**src/rtl/alu_op_sequencer.sv**
```systemverilog
// alu_op_sequencer
//   Multi-cycle controller in front of the calculator's 8-bit signed ALU.
//   It accepts one request at a time while idle and returns a registered
//   16-bit result with overflow/error status. ADD/SUB/MUL/DIV/illegal complete
//   on the accept edge. EXP performs one multiply per cycle and exits early on
//   16-bit overflow.
//
//   Optional feature: define CALC_OP_COUNT_EN to add the op_count output. It
//   is a wrapping completion counter that steps on every DONE cycle.
//
// Ports
//   clk      : system clock, rising edge
//   reset    : synchronous, active-high reset
//   start    : request strobe, sampled only while idle
//   op       : 0=ADD 1=SUB 2=MUL 3=DIV 4=EXP, 5-7 illegal
//   a, b     : signed 8-bit operands
//   busy     : high whenever not idle
//   done     : one-cycle completion pulse
//   result   : signed 16-bit result, held until the next accepted start
//   ovf      : overflow status, held with result
//   err      : error status (illegal op, divide by zero, bad exponent)
//   op_count : completion counter (only with CALC_OP_COUNT_EN)

module alu_op_sequencer #(
    parameter int MAX_EXP = 127
) (
    input  logic        clk,
    input  logic        reset,
    input  logic        start,
    input  logic [2:0]  op,
    input  logic [7:0]  a,
    input  logic [7:0]  b,
    output logic        busy,
    output logic        done,
    output logic [15:0] result,
    output logic        ovf,
    output logic        err
`ifdef CALC_OP_COUNT_EN
    ,
    output logic [15:0] op_count
`endif
);

    typedef enum logic [1:0] {IDLE, EXP_LOOP, DONE} state_t;
    typedef enum logic [2:0] {
        OP_ADD = 3'd0,
        OP_SUB = 3'd1,
        OP_MUL = 3'd2,
        OP_DIV = 3'd3,
        OP_EXP = 3'd4
    } op_t;

    state_t      state, state_next;
    logic [15:0] result_next;
    logic        ovf_next, err_next;
    logic [15:0] acc, acc_next;
    logic [7:0]  cnt, cnt_next;
    logic [7:0]  base, base_next;

    op_t                op_code;
    logic signed [15:0] a_ext, b_ext;
    logic signed [7:0]  quot, rem;
    logic        [23:0] prod;
    logic               prod_ovf;

    assign op_code = op_t'(op);
    assign a_ext   = {{8{a[7]}}, a};
    assign b_ext   = {{8{b[7]}}, b};

    // Divide by zero and -128/-1 are handled separately, so keep the divider
    // away from those operand pairs. The signed zero keeps the whole
    // expression in signed context.
    assign quot = (b == 8'h00 || (a == 8'h80 && b == 8'hFF)) ? 8'sd0
                : $signed(a) / $signed(b);
    assign rem  = (b == 8'h00 || (a == 8'h80 && b == 8'hFF)) ? 8'sd0
                : $signed(a) % $signed(b);

    // The product of sign-extended operands has the same low 24 bits in signed
    // and unsigned arithmetic. It fits in 16 bits only if bits 23:15 agree.
    assign prod     = {{8{acc[15]}}, acc} * {{16{base[7]}}, base};
    assign prod_ovf = !((prod[23:15] == '0) || (prod[23:15] == '1));

    assign busy = (state != IDLE);
    assign done = (state == DONE);

    always_comb begin
        state_next  = state;
        result_next = result;
        ovf_next    = ovf;
        err_next    = err;
        acc_next    = acc;
        cnt_next    = cnt;
        base_next   = base;

        case (state)
            IDLE: begin
                if (start) begin
                    result_next = '0;
                    ovf_next    = 1'b0;
                    err_next    = 1'b0;
                    base_next   = a;
                    state_next  = DONE;
                    case (op_code)
                        OP_ADD: result_next = a_ext + b_ext;
                        OP_SUB: result_next = a_ext - b_ext;
                        OP_MUL: result_next = a_ext * b_ext;
                        OP_DIV: begin
                            if (b == 8'h00) begin
                                err_next = 1'b1;
                            end else if (a == 8'h80 && b == 8'hFF) begin
                                ovf_next    = 1'b1;
                                result_next = 16'h8000;
                            end else begin
                                result_next = {quot, rem};
                            end
                        end
                        OP_EXP: begin
                            if (b[7] || (int'($signed(b)) > MAX_EXP)) begin
                                err_next = 1'b1;
                            end else if (b == 8'h00) begin
                                result_next = 16'd1;
                            end else begin
                                acc_next   = 16'd1;
                                cnt_next   = b;
                                state_next = EXP_LOOP;
                            end
                        end
                        default: err_next = 1'b1;
                    endcase
                end
            end
            EXP_LOOP: begin
                if (prod_ovf) begin
                    ovf_next    = 1'b1;
                    result_next = '0;
                    state_next  = DONE;
                end else begin
                    acc_next = prod[15:0];
                    cnt_next = cnt - 8'd1;
                    if (cnt == 8'd1) begin
                        result_next = prod[15:0];
                        state_next  = DONE;
                    end
                end
            end
            DONE:    state_next = IDLE;
            default: state_next = IDLE;
        endcase
    end

    always_ff @(posedge clk) begin
        if (reset) begin
            state  <= IDLE;
            result <= '0;
            ovf    <= 1'b0;
            err    <= 1'b0;
            acc    <= '0;
            cnt    <= '0;
            base   <= '0;
        end else begin
            state  <= state_next;
            result <= result_next;
            ovf    <= ovf_next;
            err    <= err_next;
            acc    <= acc_next;
            cnt    <= cnt_next;
            base   <= base_next;
        end
    end

`ifdef CALC_OP_COUNT_EN
    always_ff @(posedge clk) begin
        if (reset) begin
            op_count <= '0;
        end else if (state == DONE) begin
            op_count <= op_count + 16'd1;
        end
    end
`endif

endmodule

```
**config.mk**
```make
export PLATFORM = sky130hd
export DESIGN_NAME = alu_op_sequencer
export DESIGN_NICKNAME = d
export VERILOG_FILES = /design/src/rtl/alu_op_sequencer.sv
export SDC_FILE = /design/constraint.sdc
export NUM_CORES = 1
export LEC_CHECK = 0
export BUFFER_PORTS_ARGS = -buffer_cell sky130_fd_sc_hd__buf_4
export CAP_MARGIN = 10
export CORE_ASPECT_RATIO = 2
export CORE_UTILIZATION = 54
export CTS_BUF_LIST = sky130_fd_sc_hd__clkbuf_4
export DETAILED_ROUTE_END_ITERATION = 10
export PLACE_DENSITY_LB_ADDON = 0.05
export REMOVE_ABC_BUFFERS = 1
export SLEW_MARGIN = 10
export SYNTH_ARGS = -nofsm -noshare
export SYNTH_HDL_FRONTEND = slang
export SYNTH_SLANG_ARGS = --single-unit
```
**constraint.sdc**
```tcl
create_clock -name clk -period 12.3 [get_ports clk]
set_input_delay 0.615 -clock clk [delete_from_list [all_inputs] [get_ports clk]]
set_output_delay 0.615 -clock clk [all_outputs]
set_load 0.02 [all_outputs]
```
# Word level (Yosys, flattened, before mapping)
# Index checks and enable logic that the tools add are counted.
# classes
add_sub_neg,3
multipliers,2
div_mod_pow,2
order_cmp,1
n_eq_ne,17
mux,39
n_reduce_logical,16
# ops
op,count
16-bit two-way mux,10
16-bit one-hot mux with 5 select lines,1
16-bit one-hot mux with 2 select lines,2
8-bit two-way mux,7
16-bit by 8-bit multiplier with 24-bit output,1
8-bit == test (second input constant),2
8-bit by 8-bit multiplier with 16-bit output,1
8-bit one-hot mux with 2 select lines,1
2-bit two-way mux,6
2-bit inequality test (second input constant),5
8-bit by 8-bit adder with 9-bit output,1
9-bit == test (second input constant),1
9-bit logical NOT,1
1-bit two-way mux,9
8-bit by 8-bit subtractor with 9-bit output,1
8-bit by 8-bit divider with 8-bit output,1
8-bit by 1-bit == test with 1-bit output (second input constant),1
8-bit > comparator (second input constant),1
8-bit logical NOT,1
8-bit by 8-bit modulo with 8-bit output,1
8-bit by 1-bit subtractor with 8-bit output (second input constant),1
3-bit by 2-bit == test with 1-bit output (second input constant),2
3-bit AND reduction,2
6-bit AND reduction,1
other kinds (16),20
# word_totals
register_bits,52
inputBits,22
out_inout_bits,20
wordCells,87

# Longest topological paths before layout
# depth
word_depth,9
depth_mapped,70
depth_no_buf,65

# Worst setup path before layout
# Ideal clock, no wire load.
# synth_timing
path_kind,input to register
from,input b[0]
to,register result[4]
setup_ps,137
t_arrival_ps,13169
t_required_ps,12163
setup_slack_ps,-1006
path_stages,64
n_path_buf,5
cell_sequence,clkbuf_1 -> inv_1 -> ha_1 -> nor3b_1 -> o211a_1 -> and3_1 -> clkbuf_1 -> nand2_1 -> nor2_1 -> a21oi_1 -> a21oi_1 -> ha_1 -> a21oi_1 -> o22ai_1 -> a2111oi_1 -> nor2_1 -> ha_1 -> o211a_1 -> [28 not listed] -> inv_2 -> mux2_2 -> fa_1 -> nand2b_1 -> a21oi_1 -> o21ai_0 -> nand3b_1 -> and2_1 -> clkbuf_1 -> clkinv_1 -> mux2i_1 -> inv_1 -> ha_1 -> inv_1 -> o31ai_1 -> xor2_1 -> a22oi_1 -> a31oi_1
# synth_via
elab_chain_cells,9
elab_cells_between_ends,14
cone_classes,2 x add/sub; 1 x mul; 1 x div; 1 x eq/ne; 6 x mux; 3 x reduce/logical
# synth_lines
item,line,text
"start, declared",32,"input logic [7:0] b,"
branches (longest 6 deep; another with 8-bit by 8-bit modulo with 8-bit output),n/a,
16-bit one-hot mux with 5 select lines *,103,case (op_code)
16-bit two-way mux *,97,if (start) begin
16-bit one-hot mux with 2 select lines *,95,case (state)
"end signal, assigned",162,result <= result_next;
"end, declared",35,"output logic [15:0] result,"
# Every way passes the cells marked *. The select of a mux whose other input is x is not followed.
# A chain may end at the register's enable or synchronous reset.

# Worst setup path after layout
# layout_timing
from,input b[0]
to,register result[14]
# layout_via
elab_chain_cells,9
elab_cells_between_ends,14
cone_classes,2 x add/sub; 1 x mul; 1 x div; 1 x eq/ne; 6 x mux; 3 x reduce/logical
# layout_lines
item,line
branches (longest 6 deep; another with 8-bit by 8-bit divider with 8-bit output),n/a
16-bit one-hot mux with 5 select lines *,103
16-bit two-way mux *,97
16-bit one-hot mux with 2 select lines *,95
# Marks and branches as above.

==> summary.md <==
| Metric | Value |
|---|---|
| Synth unique cells | 82 |
| Met1 GRT Util | 31.6% |
| DP Cell Count | 2064 |
| Bufs on Longest Clock Path | 2 |
| Vias in the first global route | 13300 |
| GR Overflow Total | 0 |
| Top area cells in the synthesized netlist | fa_1 25%, ha_1 13%, dfxtp_1 8.0%, inv_1 6.7%, and2_1 5.4% |
| Worst Tran Pin Value | 1090 ps |
| Initial Utilization | 54.9% |
| Clock insertion delay at the later pin of the skew report | 400 ps |
| TritonCTS buffer count | 5 |
| Fin Setup TNS | 0 ps |
| DP Area | 14700 sq um |
| Post-Syn Area per Cell | 7.98 sq um |
| Initial antenna violation count | 1 |
| Synth Cell Area | 13100 sq um |
| Core region area | 23800 sq um |
| Vias per inst | 6.01 |
| Largest net degree at the start of global routing | 45 |
| Relative slew margins | 27.0% |
| Critical Path RT | 12590 ps |
| Layout cells sized above 1 | 16.5% |
| Worst-path clk slew | 160 ps |
| Largest delay contributor family on the critical path | compound AO/OA/AOI/OAI gates |
| FF+latch count, synth | 52 |
| Leading cell types by count after synthesis | 233 x inv_1, 161 x fa_1, 134 x ha_1, 126 x nand2_1, 126 x nor2_1 |
| Filler cell count | 2232 |
| Status | finished, final reports clean |
| Final worst slack | 406 ps |
| Final Max Slew Viols | 0 |
| Worst setup SP type | primary input |
| Number of synthesis warnings | 0 |
| CTS tree | yes |
| Hold Fails Final Rpt | 0 |
| Root Buffer | clkbuf_4 |
| Largest fanout on the critical path | 10 |
| Final Setup Violations | 0 |
| Fmax | 84.1 MHz |
| Fin crit share | 96.7% |
| CP startpoint | b[0] |
| Async S/R FF share, synth | 0% |
| Die ar. | 24900 sq um |
| Final ANT Viol Nets | 0 |
| Final WL | 42000 um |
| Total Power | 2.17 mW |
| M2 GR Usage | 68.5% |
| Bufs and invs on worst path | 10 |
| Pwr Density | 143 nW/um^2 |
| Post-synthesis sequential area ratio | 7.96% |
| Critical Path AT | 12190 ps |
| Hold_sp | cnt[5]$_SDFFE_PP0P_ |
| Gr busiest metal | met2 |
| CTS Hold Bufs | 0 |
| Port bufs | 41 |
| Post-synth EDFFs | 0 |
| R2R Path Start | base[7]$_SDFFE_PP0P_ |
| Synth Flop Type | dfxtp_1 |
| Die Y | 222 um |
| Gpl congestion | 1.04 |
| Total number of vias | 12500 |
| Worst Setup Path Type | in -> reg |
| Min Clock Period, post-route | 11890 ps |
| Peak supply drop | 0.000279 V |
| HP Class | reg -> reg |
| DP Worst Slack | -539 ps |
| Initial DRC count | 563 |
| Cell taking the most area after synthesis | fa_1 |
| Layout area overhead | 15.9% |
| Final Cell Area | 15200 sq um |
| IO Count | 42 |
| Yosys top cell area share | 24.6% |
| First-pass GRT wire length | 66400 um |
| Layout Cells excl Fill | 2085 |
| M3 GR Usage | 1.80% |
| Pre-Repair DR Iteration Count | 4 |
| Max-cap violations | 0 |
| Clock Sinks | 52 |
| FP Rows | 80 |
| Count leader, synth | inv_1 |
| Post-synthesis cell count | 1640 |
| CTS HTree Levels | 2 |
| DRC Markers | 0 |
| Clock Skew | 14.8 ps |
| GRT Total Usage | 34.5% |
| WL/cell | 20.1 um |
| Die width | 112 um |
| Worst setup EP type | flop |
| Most frequent CP cell | buf_4 |
| Crit path largest cell delay | 450 ps |
| Worst-path cell with the longest stage delay | or4_1 |
| Fin nets | 2113 |
| Post-DP HPWL | 35500 um |
| Leak pwr | 7.25 nW |
==> cells by family after synthesis <==
kind of cell	Yosys count	share of synthesized area, %
buf+inv	293	8.59
compound gates	353	18.0
flops	52	7.96
fa+ha+maj	295	37.5
mux	20	1.60
simple gates	552	21.4
xor+xnor	75	5.02
==> worst register-to-register path: cells and delay by family, from the launching register on <==
family	cells	cell delay (ps)
simple gates	7	2010
buf+inv	3	730
flops	1	770
fa+ha+maj	5	2330
compound gates	4	1800
==> cell type report <==
| class | instances | area, sq um | share of cell area [%] |
|---|---|---|---|
| multi-input combinational | 1295 | 11300 | 74.2 |
| timing repair buffer | 204 | 1540 | 10.1 |
| sequential | 52 | 1040 | 6.86 |
| inverter | 238 | 893 | 5.89 |
| tap | 287 | 359 | 2.37 |
| clock inverter | 3 | 42.5 | 0.280 |
| clock buffer | 5 | 37.5 | 0.247 |
| antenna | 1 | 2.50 | 0.0165 |
==> flip-flops by register name, summed over array words and instances, names as in the netlist <==
signal,cells
state,2
ovf,1
base,8
err,1
cnt,8
result,16
acc,16
==> power by group <==
group	total [mW]	leakage, nW	internal, mW	switching (mW)
sequential	0.194	0.424	0.177	0.0167
combinational	1.88	6.78	0.869	1.01
clock	0.100	0.0428	0.0426	0.0578
==> per-layer routing <==
| metal | vias up | share of wire, % |
|---|---|---|
| met3 | 188 | 2.9 |
| met1 | 6149 | 32 |
| met2 | 364 | 56 |
| met5 | - | 0 |
| met4 | 0 | 8.7 |
| li1 | 5837 | - |
==> layout by cell type, fill, tap and decap left out, types with 51 or more instances in the layout <==
cell	count
o21ai_0	52
inv_1	233
dfxtp_1	52
nand2_1	124
nor2_1	120
ha_1	126
buf_4	203
xnor2_1	51
fa_1	161
a21oi_1	80
and2_1	111
==> what timing repair did <==
item,CTS,global route
endpoints found under the setup margin,6,16
pin swaps,1,24
resized for setup,7,71
setup buffers,1,11
==> worst paths after layout <==
kind,end,slack (ps),cells after the start
max reg2reg,result[3]$_SDFFE_PP0P_,4590,19
min reg2reg,cnt[5]$_SDFFE_PP0P_,490,2
max,result[14]$_SDFFE_PP0P_,410,60
min,cnt[5]$_SDFFE_PP0P_,490,2
==> per-stage QoR <==
| stage | hold WS, ps | utilization, % |
|---|---|---|
| after floorplan | 434 | - |
| after global placement | 442 | 61.6 |
| after detailed placement | 456 | 61.6 |
| after CTS | 477 | 62.0 |
| after global routing | 499 | 63.7 |
| final | 485 | 63.7 |
Power figures use the tool's default switching activity.
